**config.mk**
```make
export PLATFORM = sky130hd
export DESIGN_NAME = uart_rx
export DESIGN_NICKNAME = d
export VERILOG_FILES = /design/src/rtl/uart_rx.sv
export SDC_FILE = /design/constraint.sdc
export NUM_CORES = 1
export LEC_CHECK = 0
export CAP_MARGIN = 25
export CORE_ASPECT_RATIO = 0.9
export CORE_MARGIN = 1
export CORE_UTILIZATION = 47
export CTS_CLUSTER_DIAMETER = 60
export DETAILED_ROUTE_END_ITERATION = 10
export DONT_BUFFER_PORTS = 1
export PLACE_DENSITY_LB_ADDON = 0.08
export RECOVER_POWER = 100
export REMOVE_ABC_BUFFERS = 1
export SLEW_MARGIN = 20
export SYNTH_ARGS = -nofsm -noshare
export SYNTH_HDL_FRONTEND = slang
export SYNTH_SLANG_ARGS = --single-unit
```
**constraint.sdc**
```tcl
create_clock -name clk -period 4.4 [get_ports clk]
set_input_delay 0.88 -clock clk [delete_from_list [all_inputs] [get_ports clk]]
set_output_delay 0.88 -clock clk [all_outputs]
set_load 0.02 [all_outputs]
```
**src/rtl/uart_rx.sv**
```systemverilog
// rtl/uart_rx.sv - UART receiver, mid-bit sampling, LSB first; optional parity stage via RX_PARITY_EN
module uart_rx #(
    parameter int BPS_MAX    = 5208,
    parameter int BIT_MAX    = 8,
    parameter bit PARITY_ODD = 1'b0
) (
    input  logic               clk,
    input  logic               rst,
    input  logic               rx,
    output logic [BIT_MAX-1:0] rx_data,
    output logic               rx_valid,
    output logic               frame_err,
    output logic               parity_err,
    output logic               busy
);
    localparam int CW = $clog2(BPS_MAX + 1);
    localparam int BW = $clog2(BIT_MAX + 1);
    localparam logic [CW-1:0] HALF     = CW'(BPS_MAX / 2);
    localparam logic [CW-1:0] CNT_LAST = CW'(BPS_MAX - 1);
    localparam logic [BW-1:0] BIT_LAST = BW'(BIT_MAX - 1);

    typedef enum logic [2:0] {IDLE, START, DATA, PARITY, STOP} state_t;

`ifdef RX_PARITY_EN
    localparam state_t AFTER_DATA = PARITY;
`else
    localparam state_t AFTER_DATA = STOP;
`endif

    state_t             state, state_nx;
    logic               rx_s1, rx_s, rx_d;
    logic [CW-1:0]      bps_cnt;
    logic [BW-1:0]      bit_cnt;
    logic [BIT_MAX-1:0] shift;
    logic [BIT_MAX-1:0] data_q;
    logic               mid, last, stop_mid;

    assign mid      = (bps_cnt == HALF);
    assign last     = (bps_cnt == CNT_LAST);
    // Strobes are decoded straight from the stop-bit midpoint; reset suppresses them
    assign stop_mid = (state == STOP) && mid && !rst;
    assign rx_valid  = stop_mid && rx_s;
    assign frame_err = stop_mid && !rx_s;
    assign busy      = (state != IDLE);
    // The word is visible in the same cycle as its strobe, then held in data_q
    assign rx_data   = rx_valid ? shift : data_q;

    // Two-flop synchroniser plus one delay flop for falling-edge detection
    always_ff @(posedge clk) begin
        if (rst) begin
            rx_s1 <= 1'b1;
            rx_s  <= 1'b1;
            rx_d  <= 1'b1;
        end else begin
            rx_s1 <= rx;
            rx_s  <= rx_s1;
            rx_d  <= rx_s;
        end
    end

    // State register
    always_ff @(posedge clk) begin
        if (rst) state <= IDLE;
        else     state <= state_nx;
    end

    // Next-state decode; START aborts if the line is high again at its midpoint
    always_comb begin
        state_nx = state;
        case (state)
            IDLE:    if (rx_d && !rx_s) state_nx = START;
            START:   if (mid && rx_s) state_nx = IDLE;
                     else if (last) state_nx = DATA;
            DATA:    if (last && bit_cnt == BIT_LAST) state_nx = AFTER_DATA;
            PARITY:  if (last) state_nx = STOP;
            STOP:    if (mid) state_nx = IDLE;
            default: state_nx = IDLE;
        endcase
    end

    // Baud counter, bit index, shift register and held output word
    always_ff @(posedge clk) begin
        if (rst) begin
            bps_cnt <= '0;
            bit_cnt <= '0;
            shift   <= '0;
            data_q  <= '0;
        end else begin
            if (state == IDLE || state_nx == IDLE || last) bps_cnt <= '0;
            else                                           bps_cnt <= bps_cnt + CW'(1);

            if (state == START)
                bit_cnt <= '0;
            else if (state == DATA && last && bit_cnt != BIT_LAST)
                bit_cnt <= bit_cnt + BW'(1);

            if (state == DATA && mid) begin
                for (int i = 0; i < BIT_MAX; i++) begin
                    if (bit_cnt == BW'(i)) shift[i] <= rx_s;
                end
            end

            if (rx_valid) data_q <= shift;
        end
    end

`ifdef RX_PARITY_EN
    logic par_bad;

    // Latch a parity mismatch at the parity-bit midpoint; reported with rx_valid
    always_ff @(posedge clk) begin
        if (rst)                        par_bad <= 1'b0;
        else if (state == PARITY && mid) par_bad <= (rx_s != ((^shift) ^ PARITY_ODD));
    end

    assign parity_err = rx_valid && par_bad;
`else
    logic unused_parity_odd;
    assign unused_parity_odd = PARITY_ODD;
    assign parity_err = 1'b0;
`endif

endmodule
```
Yosys cells after proc, flatten, opt, wreduce, memory -nomap -nowiden
Cells that the tools add are included.
Operators by class
  $add $sub $neg: 2
  multiply operators: 0
  divide/modulo/power cells: 0
  order comparisons: 0
  equal/unequal tests: 14
  shift-type cells: 0
  muxes and demuxes: 8
  bitwise logic cells: 0
  reduce and logical (&&, ||, !) cells: 28
Operator list (count)
  $mux 3: 6
  $eq 4x3->1 const B: 4
  $reduce_and 2->1: 8
  $pmux 3 s5: 1
  $add 13x1->13 const B: 1
  $eq 13x12->1 const B: 1
  $eq 13x13->1 const B: 1
  $logic_and 1x1->1: 10
  $eq 4x2->1 const B: 2
  $mux 8: 1
  $eq 3x2->1 const B: 2
  $logic_not 3->1: 2
  $add 4x1->4 const B: 1
  $eq 4x1->1 const B: 1
  $logic_not 4->1: 1
  $ne 4x3->1 const B: 1
  $reduce_or 2->1: 2
  $eq 3x1->1 const B: 1
  $eq 3x3->1 const B: 1
  $reduce_bool 3->1: 1
  $logic_not 1->1: 2
  $logic_or 1x1->1: 2
Word-level totals
  flip-flop bits (word level): 39
  bits in latches: 0
  memory bits (writable): 0
  bits in read-only memories: 0
  bits of input ports: 3
  word-level logic and storage cells: 67
  memories kept: 0

Longest topological paths before layout
  depth after elaboration: 8
  gate-level depth with buffers: 8
  mapped depth without buffers: 7

Least setup slack after synthesis
Ideal clock, no wire load.
  kind: register to output
  start: register bps_cnt[7]
  end: output frame_err
  data arrival time: 2.133 ns
  setup slack: 1.387 ns
  stages on the path, launching flop included: 5
  buffers on the path: 1
  path through: dfxtp_1 > or3b_1 > nor4_4 > buf_2 > nor4b_1
On the way
  longest elaborated chain between the ends: 4
RTL lines
  start: declaration: RTL line 32  | logic [CW-1:0] bps_cnt;
  start signal: assignment: RTL line 90  | else bps_cnt <= bps_cnt + CW'(1);
  $eq 13x12->1: RTL line 38  | assign mid = (bps_cnt == HALF);
  $logic_and 1x1->1 (2 in series): RTL line 41  | assign stop_mid = (state == STOP) && mid && !rst;
  $logic_and 1x1->1: RTL line 43  | assign frame_err = stop_mid && !rx_s;
  end: declaration: RTL line 12  | output logic frame_err,
No other way between the ends.

Worst setup path in the final report
  start: register bps_cnt[9]
  end: output rx_data[1]
On the way
  longest elaborated chain between the ends: 5
RTL lines
  $eq 13x12->1: RTL line 38
  $logic_and 1x1->1 (2 in series): RTL line 41
  $logic_and 1x1->1: RTL line 42  | assign rx_valid = stop_mid && rx_s;
  $mux 8
  end: declaration: RTL line 10  | output logic [BIT_MAX-1:0] rx_data,
No other way between the ends.

==> flow_metrics.env <==
export IMPL_drc_errors=0
export IMPL_cts_root_buf="clkbuf_8"
export IMPL_synth_cell_types=37
export IMPL_initial_utilization_pct=49.28
export IMPL_antenna_found_initial=0
export IMPL_num_nets_final=209
export IMPL_synth_async_reset_ratio_pct=0
export IMPL_cts_repair_resized=0
export IMPL_grt_usage_pct=17.30
export IMPL_cp_end_kind="output pin"
export IMPL_core_region_area_um2=3757
export IMPL_syn_area_um2=1852
export IMPL_relSlewSlack_pct=15.26
export IMPL_cts_setup_buffers=0
export IMPL_die_h_um=61.55
export IMPL_arrival_ps=2850
export IMPL_placed_cell_area_um2=1892
export IMPL_final_min_clock_period_ps=3727
export IMPL_cts_hold_buf=0
export IMPL_hold_viol=0
export IMPL_hp_class="reg -> reg"
export IMPL_cp_max_fo=15
export IMPL_synth_main_ff_cell="dfxtp_1"
export IMPL_die_x_um=68.17
export IMPL_fin_setup_tns_ps=0
export IMPL_drive_gt1_share_pct=7.463
export IMPL_ys_top_cells_by_area="dfxtp_1 42%, nor2_1 6.1%, mux2i_1 5.4%"
export IMPL_clockBufferDepth=2
export IMPL_pwr_share_seq_pct=57.8
export IMPL_cp_required_ps=3520
export IMPL_setup_viol=0
export IMPL_synth_seq_cells=39
export IMPL_netlist_instances=198
export IMPL_clock_latency_ps=280
export IMPL_first_global_vias=1172
export IMPL_place_congestion=0.7848
export IMPL_rows=21
export IMPL_status="finished, final reports clean"
export IMPL_nFillCells=367
export IMPL_antenna_left=0
export IMPL_finalCritPeriodShare_pct=84.71
export IMPL_combPwrFrac_pct=1.4
export IMPL_switchingPower_uw=131.8
export IMPL_fin_util_pct=51.98
export IMPL_worst_hold_path_num_cells=1
export IMPL_synth_most_common_cell="dfxtp_1"
export IMPL_synthTopCellsByCount="39 x dfxtp_1, 30 x nor2_1, 12 x nor2b_1"
export IMPL_cts_sinks=39
export IMPL_dr_pass1_iters=4
export IMPL_ys_seq_area_share_pct=42.16
export IMPL_ios=15
export IMPL_cts_inserted_buffers=5
export IMPL_final_max_slew_viol_count=0
export IMPL_routedWlPerCell_um=13.34
export IMPL_p_clk_share_pct=40.7
export IMPL_p_sw_share_pct=21.37
export IMPL_power_total_uw=617.0
export IMPL_crit_family="simple AND/OR/NAND/NOR gates"
export IMPL_avgViaCountPerCell=5.445
export IMPL_diodes=0
export IMPL_intPower_uw=485.1
export IMPL_final_cell_area_um2=1953
export IMPL_path_buf_inv=0
export IMPL_grt_max_degree=28
export IMPL_cp_start_kind="register"
export IMPL_tightest_slew_ps=1260
export IMPL_cp_cell_sequence="or3b_2 -> nor4_4 -> nand4b_1 -> mux2_1"
export IMPL_r2r_slack_ps=970
export IMPL_fin_skew_ps=5.405
export IMPL_grt_ovfl_total=0
export IMPL_yosys_warnings=0
export IMPL_grt_pass1_wl_um=5347
export IMPL_yosys_area_top_type_share_pct=42.16
export IMPL_cts_tree="done"
export IMPL_cts_clk_slew_worst_paths_ps=80
export IMPL_dp_hpwl_um=2315
export IMPL_leakagePower_nw=0.7680
export IMPL_cp_slowest_cell="mux2_1"
export IMPL_area_growth_pct=5.473
export IMPL_fmax_mhz=268.3
export IMPL_critPathKind="reg -> out"
export IMPL_dr_first_iter_drc_count=71
export IMPL_fin_cells=247
export IMPL_numPortBuffers=0
export IMPL_peakVddDrop_uv=216.6
export IMPL_yosysTopAreaCell="dfxtp_1"
export IMPL_cp_depth=4
export IMPL_reg2regPathDepth=5
export IMPL_rsz0062_at_grt="no"
export IMPL_dp_cells=239
export IMPL_slowest_delay_ps=590
export IMPL_drt_wl_total_um=3295
export IMPL_drv_cap=0
export IMPL_htreeDepth=2
export IMPL_p_per_area_nw_per_um2=315.9
export IMPL_synth_edff_count=0
export IMPL_die_area_um2=4196
export IMPL_vias=1345
export IMPL_postSynthAreaPerCell_um2=9.352
-- area by class of cell --
type	instances	area [um^2]	share of cell area [%]
Multi-Input combinational cell	145	982.2	50.29
Sequential cell	39	780.7	39.97
Clock buffer	6	82.58	4.228
Tap cell	46	57.56	2.947
Inverter	7	26.28	1.345
Clock inverter	2	16.27	0.8328
Timing Repair Buffer	2	7.507	0.3844
-- power by group through the flow --
stage	combinational [mW]	clock (mW)	sequential [mW]
floorplan	0.00769	0	0.365
global placement	0.00902	0	0.365
detailed placement	0.00899	0	0.365
CTS	0.00903	0.258	0.357
global route	0.00999	0.276	0.357
finish	0.00878	0.251	0.357
-- stage by stage --
stage | worst slack, ps | hold WS [ps]
2_1_floorplan | 1402 | 389.5
3_3_place_gp | 1408 | 395.0
3_5_place_dp | 1306 | 397.1
4_1_cts | 992.7 | 415.0
5_1_grt | 514.6 | 426.5
6_report | 672.6 | 409.1
-- registers in the layout, indices dropped and copies added (netlist names) --
register	count
data_q	8
shift	8
rx_s1	1
bps_cnt	13
rx_d	1
rx_s	1
state	3
bit_cnt	4
-- cell usage in the layout (no fill, tap or decap), types with 4 or more instances in the layout --
| cell | instances |
|---|---|
| or2_2 | 4 |
| nor2_1 | 30 |
| xor2_1 | 7 |
| clkbuf_8 | 6 |
| nand4_1 | 8 |
| nand3_1 | 5 |
| nand2_1 | 11 |
| inv_1 | 7 |
| mux2i_1 | 10 |
| nor3_1 | 5 |
| nor2b_1 | 12 |
| dfxtp_1 | 39 |
| and3_1 | 4 |
| xnor2_1 | 6 |
| mux2_1 | 8 |
| ha_1 | 6 |
-- logic make-up (layout without fill, tap and decap cells) --
logic type	Yosys count	in the layout	synth area share [%]
simple gates	97	97	30.74
flops	39	39	42.16
mux	18	18	10.27
buf+inv	14	17	3.176
xor+xnor	13	13	6.149
compound gates	10	10	3.243
fa+ha+maj	6	6	4.054
other cells	1	1	0.2025
-- path summary, 6_finish.rpt --
path | end | startpoint
worst min register to register | rx_s | rx_s1
worst min-delay path | rx_s | rx_s1
worst max register to register | bps_cnt[10] | bps_cnt[3]
worst max-delay path | rx_data[1] | bps_cnt[9]
-- routing by layer --
metal	vias to the layer above	global-route usage (%)	part of all wire (%)
met5	-	0	0
met4	0	6.250	0.55
met3	2	4.815	5.0
met2	41	23.39	40
met1	630	25.70	54
li1	672	-	-
(Power assumes the default switching activity.)
